--- config.mk ---
export PLATFORM = sky130hd
export DESIGN_NAME = instr_encoder
export DESIGN_NICKNAME = d
export VERILOG_FILES = /design/src/rtl/instr_encoder_pkg.sv /design/src/rtl/instr_encoder_pack.sv /design/src/rtl/instr_encoder.sv
export SDC_FILE = /design/constraint.sdc
export NUM_CORES = 1
export LEC_CHECK = 0
export BUFFER_PORTS_ARGS = -buffer_cell sky130_fd_sc_hd__buf_4
export CORE_MARGIN = 1
export CORE_UTILIZATION = 40
export CTS_CLUSTER_DIAMETER = 150
export DETAILED_ROUTE_END_ITERATION = 12
export HOLD_SLACK_MARGIN = 0.02
export PLACE_DENSITY = 0.7
export SKIP_LAST_GASP = 1
export SYNTH_ARGS = -nofsm -noshare
export SYNTH_HDL_FRONTEND = slang
export SYNTH_SLANG_ARGS = --single-unit
export TNS_END_PERCENT = 100
--- constraint.sdc ---
create_clock -name clk -period 1.7 [get_ports clk]
set_input_delay 0.34 -clock clk [delete_from_list [all_inputs] [get_ports clk]]
set_output_delay 0.34 -clock clk [all_outputs]
set_load 0.05 [all_outputs]
--- src/rtl/instr_encoder_pkg.sv ---
// Shared definitions for the instruction encoder: opcodes, instruction kinds,
// legal R-type function codes and the load-session FSM states.
package instr_encoder_pkg;

  localparam logic [5:0] OP_R   = 6'h00;
  localparam logic [5:0] OP_LW  = 6'h23;
  localparam logic [5:0] OP_SW  = 6'h2B;
  localparam logic [5:0] OP_BEQ = 6'h04;

  typedef enum logic [1:0] {
    KIND_R   = 2'd0,
    KIND_LW  = 2'd1,
    KIND_SW  = 2'd2,
    KIND_BEQ = 2'd3
  } kind_t;

  localparam logic [5:0] FUNCT_ADD = 6'h20;
  localparam logic [5:0] FUNCT_SUB = 6'h22;
  localparam logic [5:0] FUNCT_AND = 6'h24;
  localparam logic [5:0] FUNCT_OR  = 6'h25;
  localparam logic [5:0] FUNCT_SLT = 6'h2A;

  typedef enum logic [1:0] {
    ST_IDLE = 2'd0,
    ST_LOAD = 2'd1,
    ST_FULL = 2'd2
  } state_t;

  function automatic logic funct_legal(input logic [5:0] funct);
    return (funct == FUNCT_ADD) || (funct == FUNCT_SUB) || (funct == FUNCT_AND) ||
           (funct == FUNCT_OR)  || (funct == FUNCT_SLT);
  endfunction

endpackage

--- src/rtl/instr_encoder_pack.sv ---
// Combinational field packer: assembles a 32-bit MIPS word from the decoded
// instruction fields. I-types ignore rd, shamt and funct.
module instr_pack
  import instr_encoder_pkg::*;
(
  input  logic [1:0]  kind,
  input  logic [4:0]  rs,
  input  logic [4:0]  rt,
  input  logic [4:0]  rd,
  input  logic [4:0]  shamt,
  input  logic [5:0]  funct,
  input  logic [15:0] imm,
  output logic [31:0] word
);

  always_comb begin
    word = {OP_R, rs, rt, rd, shamt, funct};
    case (kind_t'(kind))
      KIND_LW:  word = {OP_LW, rs, rt, imm};
      KIND_SW:  word = {OP_SW, rs, rt, imm};
      KIND_BEQ: word = {OP_BEQ, rs, rt, imm};
      default:  word = {OP_R, rs, rt, rd, shamt, funct};
    endcase
  end

endmodule

--- src/rtl/instr_encoder.sv ---
// Instruction encoder: accepts instruction fields in a load session and writes
// encoded words to instruction memory one cycle later. Illegal-funct checking
// is enabled with `define ENCODER_CHECK_EN.
//
// Handshake: a word is accepted on a rising edge where in_valid && in_ready;
// in_ready is high exactly while the FSM is in LOAD and in_valid may be held.
module instr_encoder
  import instr_encoder_pkg::*;
#(
  parameter int DEPTH = 64,
  parameter int AW    = 6
) (
  input  logic          clk,
  input  logic          rst,
  input  logic          start,
  input  logic          stop,
  input  logic          in_valid,
  output logic          in_ready,
  input  logic [1:0]    in_kind,
  input  logic [4:0]    in_rs,
  input  logic [4:0]    in_rt,
  input  logic [4:0]    in_rd,
  input  logic [4:0]    in_shamt,
  input  logic [5:0]    in_funct,
  input  logic [15:0]   in_imm,
  output logic          mem_we,
  output logic [AW-1:0] mem_addr,
  output logic [31:0]   mem_wdata,
  output logic [AW:0]   count,
  output logic          full,
  output logic          done,
  output logic          err,
  output state_t        state
);

  state_t        state_next;
  logic [AW-1:0] ptr;
  logic [31:0]   word;
  logic          accept;
  logic          write;
  logic          last;
  logic          done_next;

  instr_pack u_pack (
    .kind  (in_kind),
    .rs    (in_rs),
    .rt    (in_rt),
    .rd    (in_rd),
    .shamt (in_shamt),
    .funct (in_funct),
    .imm   (in_imm),
    .word  (word)
  );

  assign in_ready = (state == ST_LOAD);
  assign full     = (state == ST_FULL);
  assign accept   = in_valid && in_ready;
  assign last     = (ptr == AW'(DEPTH - 1));

`ifdef ENCODER_CHECK_EN
  logic legal;
  logic err_q;
  assign legal = (kind_t'(in_kind) != KIND_R) || funct_legal(in_funct);
  assign write = accept && legal;
  assign err   = err_q;

  always_ff @(posedge clk) begin
    if (rst) begin
      err_q <= 1'b0;
    end else if (start) begin
      err_q <= 1'b0;
    end else if (accept && !legal) begin
      err_q <= 1'b1;
    end
  end
`else
  assign write = accept;
  assign err   = 1'b0;
`endif

  always_ff @(posedge clk) begin
    if (rst) begin
      state <= ST_IDLE;
    end else begin
      state <= state_next;
    end
  end

  always_comb begin
    state_next = state;
    done_next  = 1'b0;
    case (state)
      ST_IDLE: begin
        if (start) state_next = ST_LOAD;
      end
      ST_LOAD: begin
        if (start) begin
          state_next = ST_LOAD;
        end else if (stop) begin
          state_next = ST_IDLE;
          done_next  = 1'b1;
        end else if (write && last) begin
          state_next = ST_FULL;
        end
      end
      ST_FULL: begin
        if (start) begin
          state_next = ST_LOAD;
        end else if (stop) begin
          state_next = ST_IDLE;
          done_next  = 1'b1;
        end
      end
      default: state_next = ST_IDLE;
    endcase
  end

  // A word accepted alongside start still lands at the old pointer; the new
  // session then begins at address 0.
  always_ff @(posedge clk) begin
    if (rst) begin
      ptr       <= '0;
      count     <= '0;
      mem_we    <= 1'b0;
      mem_addr  <= '0;
      mem_wdata <= '0;
      done      <= 1'b0;
    end else begin
      mem_we <= write;
      done   <= done_next;
      if (write) begin
        mem_addr  <= ptr;
        mem_wdata <= word;
      end
      if (start) begin
        ptr   <= '0;
        count <= '0;
      end else if (write) begin
        ptr   <= last ? ptr : ptr + AW'(1);
        count <= count + (AW + 1)'(1);
      end
    end
  end

endmodule

==> results of run 1 <==
-- path summary, 6_finish.rpt --
kind	start	endpoint	slack, ns
worst max-delay path	state[1]$_SDFFE_PP0P_	in_ready	0.18
worst min-delay path	in_rs[3]	mem_wdata[24]$_SDFFE_PP0P_	0.28
worst max register to register	state[1]$_SDFFE_PP0P_	count[0]$_SDFFE_PP0P_	0.20
worst min register to register	mem_wdata[21]$_SDFFE_PP0P_	mem_wdata[21]$_SDFFE_PP0P_	0.46
-- power groups by stage --
stage	Combinational [µW]	Clock, µW	Sequential, µW
final	504	719	1280
after global routing	537	789	1290
after CTS	507	750	1280
after detailed placement	506	0	1310
after global placement	502	0	1310
after floorplan	169	0	1450
-- critical path: stages, from the launching register on --
cell	delay (ns)
dfxtp_2	0.40
inv_1	0.10
ha_4	0.19
buf_4	0.19
-- area by class of cell --
cell class	instances	area, µm²
Multi-Input combinational cell	189	1070
Fill cell	479	2100
Timing Repair Buffer	105	788
Clock buffer	8	90.1
Tap cell	70	87.6
Sequential cell	52	1050
Inverter	5	18.8
-- placed cells by master (no fill, tap or decap) --
| cell type | count |
|---|---|
| a21oi_1 | 25 |
| nor3_2 | 1 |
| nor4b_1 | 1 |
| nor3_1 | 6 |
| or2_2 | 1 |
| xnor2_1 | 3 |
| and3_1 | 1 |
| ha_4 | 1 |
| or2_1 | 1 |
| and4_1 | 1 |
| clkbuf_8 | 6 |
| nor2_1 | 29 |
| dfxtp_4 | 1 |
| dfxtp_1 | 50 |
| dfxtp_2 | 1 |
| nand3_2 | 1 |
| nand2_1 | 51 |
| nand3_1 | 4 |
| o21ai_0 | 21 |
| nor2_2 | 1 |
| ha_1 | 10 |
| a31o_2 | 1 |
| inv_1 | 5 |
| a31oi_1 | 1 |
| and2_1 | 1 |
| ha_2 | 1 |
| or3_1 | 2 |
| a221oi_1 | 16 |
| a211oi_1 | 2 |
| conb_1 | 2 |
| mux2i_1 | 1 |
| clkbuf_1 | 2 |
| xor2_1 | 2 |
| buf_4 | 105 |
| o21bai_1 | 1 |
| nor2b_1 | 1 |
-- state kept, by name, indices dropped and copies added (netlist names) --
signal and cells:
mem_we 1, mem_addr 6, state 2, mem_wdata 29
count 7, done 1, ptr 6
-- per-layer routing --
metal	track usage, %	vias up	routed length [µm]	share of wire [%]
li1	-	1087	-	-
met1	23.7	973	2560	46
met2	34.6	79	2610	46
met3	5.75	6	383	6.8
met4	6.35	0	70	1.2
met5	0	-	0	0
-- cell families (layout without fill, tap and decap cells) --
family / count (synthesis) / after routing / share of synthesized area, %
and+or+nand+nor: 102 / 102 / 19.8
AOI/OAI and AO/OA: 67 / 67 / 18.4
DFF: 52 / 52 / 47.0
buffers and inverters: 26 / 118 / 5.48
adders and majority gates: 12 / 12 / 6.78
xor gates and xnor gates: 5 / 5 / 1.98
other: 1 / 2 / 0.169
muxes: 1 / 1 / 0.452
-- through the flow --
stage / power, µW / setup TNS [ns] / area, µm² / hold slack (ns) / setup WS, ns
6_report: 2510 / 0 / 3100 / 0.278 / 0.183
5_1_grt: 2620 / 0 / 3100 / 0.270 / 0.0201
4_1_cts: 2540 / 0 / 3100 / 0.266 / 0.188
3_5_place_dp: 1820 / 0 / 3010 / 0.447 / 0.0225
3_3_place_gp: 1810 / 0 / 3010 / 0.442 / 0.0977
2_1_floorplan: 1620 / -0.0117 / 2240 / 0.462 / -0.0117
==> metrics, run 1 <==
Pins Over Slew Limit 0; gr ovfl total 0; most numerous cell in the Yosys netlist dfxtp_1; Worst-path clk slew 0.09 ns; Worst-Skew Late Latency 0.31 ns; setup violators final 0; CP Max Fanout 6; Layout area overhead 40.0%; Synth area leaders dfxtp_1 (47%), nand2_1 (8.6%), ha_1 (6.8%), a221oi_1 (6.3%), a21oi_1 (5.6%); Post-DRT Antenna Nets 0; clock skew 0.00727 ns; Post-synth top cells dfxtp_1 (52), nand2_1 (51), nor2_1 (29); type of the tightest min-delay check in -> reg; Peak VDD IR between 500 and 600 µV; Avg Cell Area, Syn 8.33 µm²; die area 5840 µm²; fmax ~0.66 GHz; Post-synth EDFFs 0; cell internal pwr 1780 µW; post-CTS resize count 0; NetSw about 730 µW; CTS tree done; Hold Violations, Final 0; register area share after synthesis around 47%; CTS Sinks 52; Layout Utilization 59.6%; placed cells 421; Buffers on Ports 98; num rows 26; maxcap violations 0; status finished clean; Antenna diodes 0; largest net degree at the start of global routing 26; Routed WL per cell 13.1 µm; Synth area leader dfxtp_1; CTS H-tree depth 2; Die Ht 76.4 µm; worst setup path category reg -> out; hold depth 3; Leakage ~0.0013 µW; Seq cells post-synth 52; DR vias 2145; Crit. End Element output port; FFs w/ async S/R, synth 0%; post-DP HPWL 4020 µm; Sequential Power Share 51.2%; final net count 419; gr usage total 20.0%; DRC 0; first-pass GRT wire length 9340 µm; core area 5200 µm²; yosys warns 0; Final period util roughly 89%; CTS root buffer clkbuf_8; first drt pass iteration count 4; PwrDens approximately 810 nW/µm²; initial antenna violation count 0; Critical Path RT 1.36 ns; Post-CTS Setup Bufs 0; chip width 76.4 µm; startpoint types flip-flop; Clk network pwr share 28.7%; Initial Util 42.6%; cell area after synthesis 2220 µm²; Via density around 5.0; Total Wirelength around 5600 µm; clock buffer depth 2; fin crit period 1.52 ns; Net Sw Frac 29.1%; reg2reg path depth 6; RSZ-0062 raised after global routing no; Yosys top cell area share 47.0%; combinational power share ~20%; DR iter-0 viols 56; CTS Hold Bufs 0; CTS Buf Count 5; Worst Path Arrival 1.18 ns; IO Count 101; vias in the first global route 2002; Final Non-Filler Cells 429; ys flop type dfxtp_1; GPL Wtd Cong 0.770; ratio of cells with drive above 1 in the final layout 33.4%; Unique masters post-synth 33; Syn Inst Count 266
Power figures use the tool's default switching activity.
==> inputs of run 2 (changes only) <==
--- a/constraint.sdc
+++ b/constraint.sdc
@@ -3,2 +3,2 @@
 set_output_delay 0.34 -clock clk [all_outputs]
-set_load 0.05 [all_outputs]
+set_load 0.1 [all_outputs]
==> run 2 against run 1 <==
  * Register-to-register slack improved by 0.03 ns
  * Worst setup slack worse by 0.037 ns
  * Total power is 7.1% higher
  * Clock power is 0.8% lower
  * Die area did not move
  * Utilization increased by 0.53 points
  * Critical endpoint unchanged
==> metrics, run 2 (same netlist as run 1, synthesis figures left out) <==
Via density 5.00 (about the same); Post-CTS Setup Bufs 0 (unchanged); initial antenna violation count 0 (unchanged); combinational power share 25.7% (+5.6 points); hold_sp in_rt[4]; NetSw 915 µW (+25%); first-pass GRT wire length 9510 µm (+1.8%); Crit-path slowest cell dfxtp_4; startpoint types flip-flop; largest net degree at the start of global routing 41 (+58%); worst setup path category reg -> out; r2r startpoint ptr[0]$_SDFFE_PP0P_; hold depth 3 (unchanged); Sequential Power Share 47.7% (-3.5 points); hold worst-path end mem_wdata[20]$_SDFFE_PP0P_; status finished clean; Initial Util 42.6% (unchanged); Antenna diodes 0 (unchanged); fin crit period 1.55 ns (+0.0365 ns); CTS root buffer clkbuf_8; Routed WL per cell 13.1 µm (about the same); Pins Over Slew Limit 0 (unchanged); Die Ht 76.4 µm (unchanged); number of flip-flops in the largest register 29 (unchanged); IO Count 101 (unchanged); Buffers on Ports 98 (unchanged); RSZ-0062 raised after global routing no; maxcap violations 0 (unchanged); setup violators final 0 (unchanged); largest reg by FF count mem_wdata; Total Wirelength 5620 µm (-0.18%); Post-DRT Antenna Nets 0 (unchanged); clock buffer depth 2 (unchanged); vias in the first global route 2034 (+1.6%); CTS Sinks 52 (unchanged); CP Max Fanout 6 (unchanged); ratio of cells with drive above 1 in the final layout 35.5% (+2.0 points); post-CTS resize count 0 (unchanged); r2r setup slk 0.23 ns (+0.03 ns); Hold Violations, Final 0 (unchanged); type of the tightest min-delay check in -> reg; clock skew 0.00247 ns (-0.00480 ns); DR vias 2139 (-0.28%); CTS tree done; cell internal pwr 1770 µW (-0.38%); Layout area overhead 41.3%; post-DP HPWL 4000 µm (-0.46%); # fillers 488 (+1.9%); GPL Wtd Cong 0.868 (+13%); Net Sw Frac 34.1% (+5.0 points); Worst-Skew Late Latency 0.30 ns (about the same); Clk network pwr share 26.5% (-2.2 points); commonest cells after routing, fill and taps aside buf_4 (103), nand2_1 (51), dfxtp_1 (46), nor2_1 (29), a21oi_1 (25); final net count 418 (-0.24%); Largest regs mem_wdata x29, count x7; die area 5840 µm² (unchanged); gr usage total 20.2% (+0.19 points); CTS Hold Bufs 0 (unchanged); most common cell after layout, fill and taps aside buf_4; gr ovfl total 0 (unchanged); Critical Path RT 1.36 ns (about the same); chip width 76.4 µm (unchanged); CTS H-tree depth 2 (unchanged); Crit. End Element output port; first drt pass iteration count 4 (unchanged); max incr delay on CP 0.38 ns (-0.02 ns); DRC 0 (unchanged); CTS Buf Count 5 (unchanged); Total Neg Setup Slack 0 ns (unchanged); Worst-path clk slew 0.09 ns (about the same); Peak VDD IR 579 µV (+3.2%); Final period util 91.4% (+2.1 points); R2R Path End ptr[2]$_SDFFE_PP0P_; DR iter-0 viols 108 (+93%); core area 5200 µm² (unchanged); fmax 0.644 GHz (-2.4%); crit-path cells inv_4 > ha_4 > buf_4; Worst Path Arrival 1.21 ns (+0.03 ns); reg2reg path depth 5 (-1); PwrDens 858 nW/µm² (+6.2%); Hold Slack 0.279 ns (+0.000653 ns); num rows 26 (unchanged); Leakage 0.00136 µW (+0.90%)
run 2: final cells by class:
type                       count  area (µm²)  share of cell area (%)
tap                           70        87.6                    2.80
timing repair buffer         104         793                    25.3
clock buffer                   6        82.6                    2.64
sequential                    52        1050                    33.7
clock inverter                 2        10.0                   0.320
multi-input combinational    189        1080                    34.6
inverter                       5        21.3                   0.679
run 2: worst max-delay path, delay by kind of cell (launching register included):
kind	cells	cell delay, ns
DFF	1	0.38
buffers and inverters	2	0.37
adders and majority gates	1	0.17
run 2: metal layers:
| metal | wire, µm | share of wire [%] | track usage (%) |
|---|---|---|---|
| met1 | 2310 | 41 | 23.9 |
| met2 | 2850 | 51 | 35.0 |
| met5 | 0 | 0 | 0 |
| met4 | 112 | 2.0 | 7.31 |
| met3 | 348 | 6.2 | 5.39 |
run 2: stage by stage:
step	total power [µW]	utilization (%)	cell area, µm²	cells	setup WS, ns
after global placement	2000	58.4	3040	420	0.109
after CTS	2720	60.1	3130	428	0.134
final	2690	60.1	3130	428	0.147
after detailed placement	2000	58.4	3040	420	0.0708
after global routing	2820	60.1	3130	428	0.0966
after floorplan	1810	-	2270	267	-0.0263
run 2: worst max-delay path by stage:
stage | slack, ns | cells after the start | end | from
floorplan | -0.03 | 4 | count[3]$_SDFFE_PP0P_ | state[0]$_SDFFE_PP0P_
global placement | 0.11 | 8 | mem_wdata[15]$_SDFFE_PP0P_ | in_kind[0]
detailed placement | 0.07 | 8 | mem_wdata[3]$_SDFFE_PP0P_ | in_kind[0]
CTS | 0.13 | 3 | in_ready | state[1]$_SDFFE_PP0P_
global route | 0.1 | 3 | in_ready | state[1]$_SDFFE_PP0P_
finish | 0.15 | 3 | in_ready | state[1]$_SDFFE_PP0P_
run 2: power groups by stage:
stage	clock network, µW	logic [µW]	registers, µW
global route	800	727	1290
detailed placement	0	693	1310
floorplan	0	200	1610
finish	713	691	1280
global placement	0	688	1310
CTS	744	694	1280
==> inputs of run 3 (changes only) <==
==> constraint.sdc (replaced) <==
create_clock -name clk -period 1.7 [get_ports clk]
set_input_delay 0.085 -clock clk [delete_from_list [all_inputs] [get_ports clk]]
set_output_delay 0.085 -clock clk [all_outputs]
set_load 0.1 [all_outputs]
==> run 3 against run 2 <==
  * Via count grew 1.8%
  * Design area rose by 1.4%
  * First-iteration DRC count is 25% lower
  * Combinational power increased by 1%
  * Largest cell class unchanged
  * Critical path type is now reg -> reg
  * Critical path depth increased by 2
  * Wire length fell by 2.2%
  * Critical endpoint is now ptr[2]$_SDFFE_PP0P_
  * Global-route usage decreased by 0.78 points
==> metrics, run 3 (same netlist as run 1, synthesis figures left out) <==
clock buffer depth 2 (unchanged); Total Wirelength 5500 µm (-2.2%); initial antenna violation count 0 (unchanged); first-pass GRT wire length 9180 µm (-3.4%); Crit. End Element flip-flop; Crit-path slowest cell dfxtp_1; core area 5200 µm² (unchanged); clock skew 0.00680 ns (+0.00433 ns); PwrDens 849 nW/µm² (-1.1%); setup slack after layout 0.212 ns (+0.0650 ns); DR vias 2177 (+1.8%); setup violators final 0 (unchanged); Net Sw Frac 33.7% (-0.33 points); cell family with most CP delay simple AND/OR/NAND/NOR gates; Post-CTS Setup Bufs 0 (unchanged); fmax 0.672 GHz (+4.4%); Place WS 0.250 ns (+0.179 ns); Buffers on Ports 98 (unchanged); Post-DRT Antenna Nets 0 (unchanged); largest net degree at the start of global routing 28 (-32%); Initial Util 42.6% (unchanged); largest reg by FF count mem_wdata; CTS H-tree depth 2 (unchanged); Die Ht 76.4 µm (unchanged); Largest regs mem_wdata x29, count x7; IO Count 101 (unchanged); crit-path cells ha_1 > nand3_2 > or2_1 > and4_1 > nor3_2; Hold Violations, Final 0 (unchanged); Worst Path Arrival 1.72 ns (+0.51 ns); DR iter-0 viols 81 (-25%); startpoint types flip-flop; Layout Utilization 61.0% (+0.84 points); Routed WL per cell 12.7 µm (-3.3%); Clk network pwr share 26.5% (about the same); most common cell after layout, fill and taps aside buf_4; Leakage 0.00137 µW (+1.1%); CTS root buffer clkbuf_8; DRC 0 (unchanged); # fillers 495 (+1.4%); max incr delay on CP 0.40 ns (+0.02 ns); final net count 423 (+1.2%); gr ovfl total 0 (unchanged); Peak VDD IR 502 µV (-13%); die area 5840 µm² (unchanged); number of flip-flops in the largest register 29 (unchanged); commonest cells after routing, fill and taps aside buf_4 (104), nand2_1 (51), dfxtp_1 (47), nor2_1 (29), a21oi_1 (25); NetSw 909 µW (-0.65%); post-DP HPWL 3880 µm (-3.0%); Final period util 87.6% (-3.8 points); GPL Wtd Cong 0.755 (-13%); Worst-path clk slew 0.08 ns (about the same); CTS Buf Count 5 (unchanged); WP buf/inv 0 (-2); Antenna diodes 0 (unchanged); Sequential Power Share 47.6% (about the same); vias in the first global route 2045 (+0.54%); num rows 26 (unchanged); CP Max Fanout 6 (unchanged); maxcap violations 0 (unchanged); Critical Path RT 1.93 ns (+0.57 ns); placed cells 421 (+0.24%); Tot Pwr 2690 µW (+0.31%); Final Non-Filler Cells 433 (+1.2%); status finished clean; Layout area overhead 43.3%; type of the tightest min-delay check in -> reg; cell internal pwr 1790 µW (+0.81%); worst setup path category reg -> reg; CTS tree done; ratio of cells with drive above 1 in the final layout 34.4% (-1.0 points); Worst-Skew Late Latency 0.30 ns (about the same); gr usage total 19.4% (-0.78 points); fin crit period 1.49 ns (-0.0650 ns); CTS Sinks 52 (unchanged); first drt pass iteration count 4 (unchanged); chip width 76.4 µm (unchanged); RSZ-0062 raised after global routing no; Pins Over Slew Limit 0 (unchanged); combinational power share 26.0% (+0.3 points); Via density 5.03 (+0.60%)
[run 3: cell types whose count changed in the layout (fill, tap and decap cells not counted)]
cell / before / now
dlygate4sd3_1: 0 / 4
clkbuf_1: 0 / 2
clkinv_2: 2 / 0
buf_4: 103 / 104
dfxtp_1: 46 / 47
dfxtp_2: 4 / 3
[run 3: tightest hold or removal path: stages]
cell and delay [ns]:
buf_4 0.11, nand2_1 0.04, a21oi_1 0.05
[run 3: area by class of cell]
cell class	instances	area (µm²)	area share, %
clock buffer	8	90.1	2.84
inverter	5	21.3	0.670
timing repair buffer	109	841	26.5
tap	70	87.6	2.76
sequential	52	1050	33.1
multi-input combinational	189	1080	34.1
[run 3: routing by layer]
| metal | GRT usage, % | wire length (µm) | up-vias |
|---|---|---|---|
| met2 | 33.0 | 2720 | 63 |
| li1 | - | - | 1097 |
| met3 | 5.99 | 319 | 7 |
| met4 | 5.96 | 91 | 0 |
| met1 | 23.4 | 2370 | 1010 |
| met5 | 0 | 0 | - |
[run 3: timing repair]
item                                    in CTS  in global routing
hold buffers                                 4                  0
endpoints found under the setup margin       0                  0
gates resized for setup                      0                  0
hold endpoints to repair                     4                  0
[run 3: power by group through the flow]
stage	clock [µW]	combinational (µW)	sequential, µW
global route	779	736	1290
finish	714	699	1280
detailed placement	0	692	1310
floorplan	0	200	1610
global placement	0	690	1310
CTS	734	702	1280
[run 3: path summary, 6_finish.rpt]
| kind | startpoint | cells past startpoint | slack [ns] | end |
|---|---|---|---|---|
| worst min register to register | mem_wdata[23]$_SDFFE_PP0P_ | 2 | 0.46 | mem_wdata[23]$_SDFFE_PP0P_ |
| worst max-delay path | ptr[0]$_SDFFE_PP0P_ | 5 | 0.21 | ptr[2]$_SDFFE_PP0P_ |
| worst min-delay path | in_rt[0] | 3 | 0.03 | mem_wdata[16]$_SDFFE_PP0P_ |
| worst max register to register | ptr[0]$_SDFFE_PP0P_ | 5 | 0.21 | ptr[2]$_SDFFE_PP0P_ |
[run 3: per-stage QoR]
stage	TNS (ns)	hold slack, ns	instance area (µm²)
finish	0	0.0267	3170
CTS	0	0.0211	3170
global route	0	0.0241	3170
floorplan	-0.140	0.221	2270
detailed placement	0	0.343	3040
global placement	0	0.332	3040
